$ cat config.mk
export PLATFORM = sky130hd
export DESIGN_NAME = stage_arbiter
export DESIGN_NICKNAME = d
export VERILOG_FILES = /design/src/rtl/stage_arb_pkg.sv /design/src/rtl/rr_pick.sv /design/src/rtl/stage_arbiter.sv
export SDC_FILE = /design/constraint.sdc
export NUM_CORES = 1
export LEC_CHECK = 0
export ABC_AREA = 1
export CORE_MARGIN = 1.5
export CORE_UTILIZATION = 67
export CTS_CLUSTER_SIZE = 20
export DETAILED_ROUTE_END_ITERATION = 10
export DONT_BUFFER_PORTS = 1
export PLACE_DENSITY = 0.86
export RECOVER_POWER = 25
export REMOVE_ABC_BUFFERS = 1
export SETUP_SLACK_MARGIN = 0.2
export SKIP_LAST_GASP = 1
export SLEW_MARGIN = 20
export SYNTH_ARGS = -nofsm -noshare
export SYNTH_HDL_FRONTEND = slang
export SYNTH_SLANG_ARGS = --single-unit
$ cat constraint.sdc
create_clock -name clk -period 3.3 [get_ports clk]
set_input_delay 0.825 -clock clk [delete_from_list [all_inputs] [get_ports clk]]
set_output_delay 0.825 -clock clk [all_outputs]
set_load 0.01 [all_outputs]
$ cat src/rtl/stage_arb_pkg.sv
// Shared state encoding, default configuration constants and pointer helper
// for the stage arbiter.
package stage_arb_pkg;

  typedef enum logic [1:0] {
    IDLE    = 2'd0,
    OFFER   = 2'd1,
    RELEASE = 2'd2
  } arb_state_t;

  localparam int DEF_N_REQ       = 4;
  localparam int DEF_DATA_W      = 8;
  localparam int DEF_TIMEOUT_CYC = 16;

  // Advance a requester index by one, wrapping at n.
  function automatic logic [1:0] wrap_inc(input logic [1:0] v, input int n);
    if (int'(v) >= n - 1) begin
      return 2'd0;
    end else begin
      return v + 2'd1;
    end
  endfunction

endpackage

$ cat src/rtl/rr_pick.sv
// Combinational round-robin picker: first set bit of req starting at ptr,
// searching upward with wrap.
module rr_pick
  import stage_arb_pkg::*;
#(
  parameter int N_REQ = DEF_N_REQ
) (
  input  logic [N_REQ-1:0] req,
  input  logic [1:0]       ptr,
  output logic [1:0]       idx,
  output logic             valid
);

  logic [2:0] sum;
  logic [2:0] cand;

  // Walk offsets from farthest to nearest so the nearest hit is written last.
  always_comb begin
    idx   = 2'd0;
    valid = 1'b0;
    sum   = 3'd0;
    cand  = 3'd0;
    for (int k = N_REQ - 1; k >= 0; k--) begin
      sum  = {1'b0, ptr} + 3'(k);
      cand = (sum >= 3'(N_REQ)) ? (sum - 3'(N_REQ)) : sum;
      if (req[cand[1:0]]) begin
        idx   = cand[1:0];
        valid = 1'b1;
      end else begin
        idx   = idx;
        valid = valid;
      end
    end
  end

endmodule

$ cat src/rtl/stage_arbiter.sv
// Round-robin arbiter feeding one downstream pipeline stage (IDLE/OFFER/RELEASE).
// Optional OFFER timeout compiled in with STAGE_ARB_TIMEOUT_EN.
module stage_arbiter
  import stage_arb_pkg::*;
#(
  parameter int N_REQ       = DEF_N_REQ,
  parameter int DATA_W      = DEF_DATA_W,
  parameter int TIMEOUT_CYC = DEF_TIMEOUT_CYC
) (
  input  logic                    clk,
  input  logic                    reset,
  input  logic [N_REQ-1:0]        req_dor,
  input  logic [N_REQ*DATA_W-1:0] req_data,
  output logic [N_REQ-1:0]        req_ack,
  output logic                    DIR,
  output logic [DATA_W-1:0]       data_out,
  input  logic                    ack_in,
  output logic [1:0]              grant_id,
  output logic                    busy,
  output logic                    err_timeout
);

  arb_state_t        state, state_n;
  logic [1:0]        ptr, ptr_n, gid_n, pick_idx;
  logic              pick_valid, dir_n, busy_n, err_n;
  logic [DATA_W-1:0] data_n;
  logic [N_REQ-1:0]  ack_n;

  if (N_REQ < 2 || N_REQ > 4 || TIMEOUT_CYC < 1) begin : g_bad_cfg
    $error("stage_arbiter: parameter out of range");
  end

  rr_pick #(.N_REQ(N_REQ)) u_pick (
    .req  (req_dor),
    .ptr  (ptr),
    .idx  (pick_idx),
    .valid(pick_valid)
  );

`ifdef STAGE_ARB_TIMEOUT_EN
  localparam int CNT_W = (TIMEOUT_CYC > 1) ? $clog2(TIMEOUT_CYC) : 1;
  logic [CNT_W-1:0] cnt, cnt_n;
  logic             tmo_hit;

  assign tmo_hit = (cnt == CNT_W'(TIMEOUT_CYC - 1));

  // OFFER cycle counter; cnt holds the number of OFFER cycles already elapsed.
  always_ff @(posedge clk or negedge reset) begin
    if (!reset) begin
      cnt <= '0;
    end else begin
      cnt <= cnt_n;
    end
  end
`endif

  // State and registered outputs.
  always_ff @(posedge clk or negedge reset) begin
    if (!reset) begin
      state       <= IDLE;
      ptr         <= 2'd0;
      DIR         <= 1'b0;
      data_out    <= '0;
      req_ack     <= '0;
      grant_id    <= 2'd0;
      busy        <= 1'b0;
      err_timeout <= 1'b0;
    end else begin
      state       <= state_n;
      ptr         <= ptr_n;
      DIR         <= dir_n;
      data_out    <= data_n;
      req_ack     <= ack_n;
      grant_id    <= gid_n;
      busy        <= busy_n;
      err_timeout <= err_n;
    end
  end

  // Next-state and next-output logic.
  always_comb begin
    state_n = state;
    ptr_n   = ptr;
    dir_n   = DIR;
    data_n  = data_out;
    ack_n   = '0;
    gid_n   = grant_id;
    err_n   = err_timeout;
`ifdef STAGE_ARB_TIMEOUT_EN
    cnt_n   = cnt;
`endif
    case (state)
      IDLE: begin
        if (pick_valid) begin
          data_n  = req_data[int'(pick_idx)*DATA_W +: DATA_W];
          gid_n   = pick_idx;
          dir_n   = 1'b1;
          state_n = OFFER;
`ifdef STAGE_ARB_TIMEOUT_EN
          cnt_n   = '0;
`endif
        end else begin
          dir_n = 1'b0;
        end
      end
      OFFER: begin
        // An accept on the terminal-count cycle wins over the timeout.
        if (ack_in) begin
          dir_n   = 1'b0;
          data_n  = '0;
          ack_n   = N_REQ'(1'b1) << grant_id;
          ptr_n   = wrap_inc(grant_id, N_REQ);
          state_n = RELEASE;
        end else begin
`ifdef STAGE_ARB_TIMEOUT_EN
          if (tmo_hit) begin
            dir_n   = 1'b0;
            data_n  = '0;
            err_n   = 1'b1;
            ptr_n   = wrap_inc(grant_id, N_REQ);
            state_n = RELEASE;
          end else begin
            cnt_n = cnt + CNT_W'(1);
          end
`else
          state_n = OFFER;
`endif
        end
      end
      RELEASE: begin
        state_n = IDLE;
      end
      default: begin
        state_n = IDLE;
        dir_n   = 1'b0;
        data_n  = '0;
      end
    endcase
    busy_n = (state_n != IDLE);
  end

endmodule

# Word level (Yosys, flattened, before mapping)

Index checks and enable logic that the tools add are counted.

Register bits after elaboration: 20
Word-level logic and storage cells: 69

Reduce and logical (&&, ||, !) cells: 6
Order comparisons: 9
Equality and inequality tests: 4
Add/subtract/negate cells: 8
Shift-type cells: 2
Mux-type cells: 32
Bitwise gates (word level): 1

Operators with widths:

| kind                  | count |
|---|---|
| $shiftx A32 B6 Y8     | 1 |
| $pmux W8 S3           | 1 |
| $mux W2               | 11 |
| $mux W8               | 2 |
| $lt A2 B3 Y1 const B  | 4 |
| $mux W1               | 10 |
| $ge A3 B3 Y1 const B  | 3 |
| $bmux W1 S2           | 4 |
| $mux W4               | 2 |
| $sub A2 B1 Y2 const B | 4 |
| $add A2 B2 Y3 const B | 2 |
| $reduce_and A2 Y1     | 3 |
| $ne A2 B2 Y1 const B  | 2 |
| $pmux W2 S2           | 1 |
| $shl A1 B2 Y4 const A | 1 |
| $add A2 B1 Y3 const B | 1 |
| $ge A2 B3 Y1 const B  | 1 |
| $pmux W1 S3           | 1 |
| $reduce_and A3 Y1     | 1 |
| $add A2 B1 Y2 const B | 1 |
| $eq A2 B1 Y1 const B  | 1 |
| $eq A2 B2 Y1 const B  | 1 |
| $ge A2 B2 Y1 const B  | 1 |
| $logic_not A2 Y1      | 1 |
| other kinds (2)       | 2 |

# Depth between registers and ports, before layout

Word-level depth: 12
Depth in mapped cells: 15
Mapped depth without buffers: 13

# Cells and area by module

From an unflattened synthesis, not the netlist that was laid out.

Cells, all modules: 187
Area total of the unflattened synthesis: 1330.0 µm²

By module, submodules not included:

| module        | times used | cells each | area each (µm²) | seq. area each (µm²) |
|---|---|---|---|---|
| stage_arbiter | 1          | 143        | 1114.8          | 500.5 |
| rr_pick       | 1          | 44         | 215.2           | 0.0 |

# Worst setup path after synthesis

No wires, ideal clock.

Path type: input -> register
Start point: in req_dor[2]
End point: reg data_out[5]
Arrival time: 1.751 ns
Library setup time: 0.124 ns
Required time: 3.176 ns
Stages: 10
Buffers on the path: 1
Path slack: 1.425 ns
Cells stage by stage: nand2_1 -> nand2_2 -> nor2_1 -> nor2_1 -> nand2_4 -> nand2_4 -> buf_6 -> or2_0 -> nand3_1 -> nand3_1

Longest elaborated chain between the ends: 9
Elaborated cells on any way between the ends: 21

Ends and longest elaborated chain:

| item                          | line                | RTL |
|---|---|---|
| start: declaration            | stage_arbiter.sv:12 | `input logic [N_REQ-1:0] req_dor,` |
| $bmux W1 S2                   | rr_pick.sv:26       | `if (req[cand[1:0]]) begin` |
| $mux W1 (implied by the code) | rr_pick.sv:26       |  |
| $mux W2 (4 in series)         | rr_pick.sv:26       |  |
| $shiftx A32 B6 Y8             | stage_arbiter.sv:95 | `data_n = req_data[int'(pick_idx)*DATA_W +: DATA_W];` |
| $mux W8                       | stage_arbiter.sv:94 | `if (pick_valid) begin` |
| $pmux W8 S3                   | stage_arbiter.sv:92 | `case (state)` |
| end signal: assignment        | stage_arbiter.sv:72 | `data_out <= data_n;` |
| end: declaration              | stage_arbiter.sv:16 | `output logic [DATA_W-1:0] data_out,` |

Several ways; a longest one is shown, not always the timed one. The select of a mux whose other input is x is not followed.
A chain may end at the register's enable or synchronous reset.

# Final worst setup path

Start point: reg ptr[0]
End point: reg data_out[3]

Longest elaborated chain between the ends: 12
Elaborated cells on any way between the ends: 36

Ends and longest elaborated chain:

| item                                                 | line                | RTL |
|---|---|---|
| start: declaration                                   | stage_arbiter.sv:24 | `logic [1:0] ptr, ptr_n, gid_n, pick_idx;` |
| start signal: assignment                             | stage_arbiter.sv:70 | `ptr <= ptr_n;` |
| $add A2 B2 Y3                                        | rr_pick.sv:24       | `sum = {1'b0, ptr} + 3'(k);` |
| $ge A3 B3 Y1 / $sub A2 B1 Y2 (equally long branches) | rr_pick.sv:25       | `cand = (sum >= 3'(N_REQ)) ? (sum - 3'(N_REQ)) : sum;` |
| $mux W2                                              | rr_pick.sv:25       |  |
| $bmux W1 S2                                          | rr_pick.sv:26       |  |
| $mux W1 (implied by the code)                        | rr_pick.sv:26       |  |
| $mux W2 (4 in series)                                | rr_pick.sv:26       |  |
| $shiftx A32 B6 Y8                                    | stage_arbiter.sv:95 |  |
| $mux W8                                              | stage_arbiter.sv:94 |  |
| $pmux W8 S3                                          | stage_arbiter.sv:92 |  |

Several ways; a longest one is shown, not always the timed one. The select of a mux whose other input is x is not followed.

==> out/results.txt <==
Status -> completed
Cells along the critical path -> inv_6, nand2_2, nand2_2, nor2_1, nor2_1, nand2_4, nand2_4, or2_2, nand3_1, nand3_1
CP Launch Point -> ptr[0]
Cell area after synthesis -> 1360 µm²
Initial antenna violation count -> 0
Die span in y -> 48.1 µm
Critical Path Sink Type -> flip-flop
Simple-gate share of the synthesized area -> 45.4%
Number of global-route vias before repair -> 916
HP Class -> input port to async pin
CP max stage cell -> dfrtp_1
Clock Skew -> 0.0110 ns
# diodes -> 0
Clk slew on worst S/H paths -> 0.11 ns
Commonest non-fill, non-tap cell in the layout -> nand2_1
Fin crit period -> 1.93 ns
Dpl hpwl -> 2.08 mm
MaxCap Viol Count -> 0
Fin. max-slew vios -> 0
Gp weighted congestion -> 0.818
Port Buffers -> 0
Final net count -> 243
Cell count of the worst reg-to-reg path -> 10
Crit start category -> flip-flop
Arr. time, crit path -> 2.12 ns
Pin count of the biggest net entering global routing -> 25
Share of post-route cells with drive strength above 1 -> 15.7%
Overall power -> 1420 µW
End of the critical path -> data_out[3]
Drt first pass iters -> 4
WS Path Type -> flip-flop to flip-flop
Non-Filler Instances -> 225
IO Pins -> 56
Largest stage delay, worst path -> 0.60 ns
Most frequent cells in the layout -> 62 x nand2_1, 33 x nand3_1, 27 x inv_1
Adder-Cell Fraction of Synth Area -> 3.68%
Multi-input logic area -> 696 µm²
Die Width -> 48.1 µm
DP Cell Count -> 222
Mapped Cells -> 199
Starting Density -> 70.0%
CTS Hold Bufs -> 0
Grt total ovfl -> 0
Die area -> 2310 µm²
RSZ-0062 raised after global routing -> no
Final hold violations -> 0
VDD IR max -> 0.701 mV
Fmax -> 519 MHz
Routed Antenna Nets -> 0
Setup Viol. Count Final -> 0
Row cnt -> 16
Register area share after synthesis -> 36.8%
Tot GR Track Use -> 24.1%
Yosys warnings -> 0
Mean Syn Cell Area -> 6.83 µm²
Xor and xnor fraction of the mapped netlist area -> 0%
CP Data Required Time -> 3.49 ns
CORE AREA -> 1940 µm²
# DRC -> 0
Reg-to-Reg Start -> ptr[0]
Vias per cell -> 5.28
CTS Buffer Depth -> 2
Multiplexer area fraction after synthesis -> 0%
Fillers -> 185
Setup TNS -> 0 ns
R2r endpoint -> data_out[3]
First-pass GRT wire length -> 3.81 mm
Vias -> 1188
Final period util -> 58.3%
Largest family of logic cells by synthesized area -> simple AND/OR/NAND/NOR gates
Power per cell area -> 1030 nW/µm²
Synth Area in Compound Gates -> 1.84%
Worst Path Max Fanout -> 24
Post-CTS sizing -> 0
Yosys cell types -> 24
DR WL/cell -> 11.8 µm
1st-iter DRT viols -> 29
CTS sink count -> 20
R2r setup slk -> 1.37 ns
Setup Buffers After CTS -> 0
Layout area overhead -> 1.56%
Sequential cell area -> 500 µm²
CTS H-tree depth -> 1
TritonCTS clock tree -> done
Post-layout util -> 71.1%
CTS buffer count -> 3
Pleak -> 0.000783 µW
CTS root buf -> clkbuf_4
Worst-Skew Late Latency -> 0.30 ns
Final wirelength -> 2.65 mm
Number of storage elements in the synthesis netlist -> 20
==> worst min path at each step <==
| stage | from | to | slack, ns | cells past startpoint |
|---|---|---|---|---|
| global placement | reset | req_ack[0] | 0.53 | 0 |
| global route | reset | grant_id[0] | 0.19 | 0 |
| floorplan | DIR | DIR | 0.51 | 2 |
| detailed placement | reset | req_ack[2] | 0.53 | 0 |
| CTS | reset | data_out[2] | 0.20 | 0 |
| finish | reset | DIR | 0.20 | 0 |
==> routing by layer <==
layer / track usage [%] / up-vias / part of all wire, %
met5: 0 / - / 0
met4: 11.4 / 0 / 1.2
met3: 4.53 / 4 / 5.2
met2: 37.6 / 48 / 52
met1: 32.2 / 533 / 42
li1: - / 603 / -
==> critical path: cells and delay by family, from the launching register on <==
family,cells,cell delay (ns)
buf+inv,1,0.08
flops,1,0.60
simple gates,9,1.14
==> where the power goes <==
group	leakage [µW]	internal (µW)	switching [µW]	total (µW)
logic	0.000515	278	559	837
registers	0.000254	346	125	471
clock network	0.0000138	42.5	68.4	111
==> sequential cells by signal, indices dropped and copies added (netlist names) <==
signal    flops
data_out      8
req_ack       4
grant_id      2
ptr           2
state         2
DIR           1
busy          1
==> Yosys cell counts, drive strengths merged <==
master	instances	area [µm²]
nand2	77	337
nand3	34	175
inv	33	129
dfrtp	20	500
nor2	12	50.1
or2	7	43.8
buf	4	35.0
ha	4	50.1
o21ai	4	20.0
a21oi	1	5.00
conb	1	3.75
nand4	1	6.26
nor3	1	5.00
==> per-stage QoR <==
stage / hold slack (ns) / area [µm²] / worst slack (ns)
after floorplan: 0.513 / 1330 / 1.37
after global placement: 0.530 / 1360 / 1.28
after detailed placement: 0.530 / 1360 / 1.19
after CTS: 0.197 / 1380 / 1.36
after global routing: 0.189 / 1380 / 1.23
final: 0.205 / 1380 / 1.37
==> cell type report <==
class | instances | share of cell area, %
Inverter | 33 | 9.33
Multi-Input combinational cell | 142 | 50.4
Clock buffer | 3 | 1.63
Tap cell | 27 | 2.45
Sequential cell | 20 | 36.2
==> logic make-up after synthesis <==
| kind of cell | count (synthesis) |
|---|---|
| AND/OR/NAND/NOR | 132 |
| buffers and inverters | 37 |
| flip-flops | 20 |
| AO/OA/AOI/OAI | 5 |
| adder cells (fa/ha/maj) | 4 |
| other | 1 |
Power figures use the tool's default switching activity.
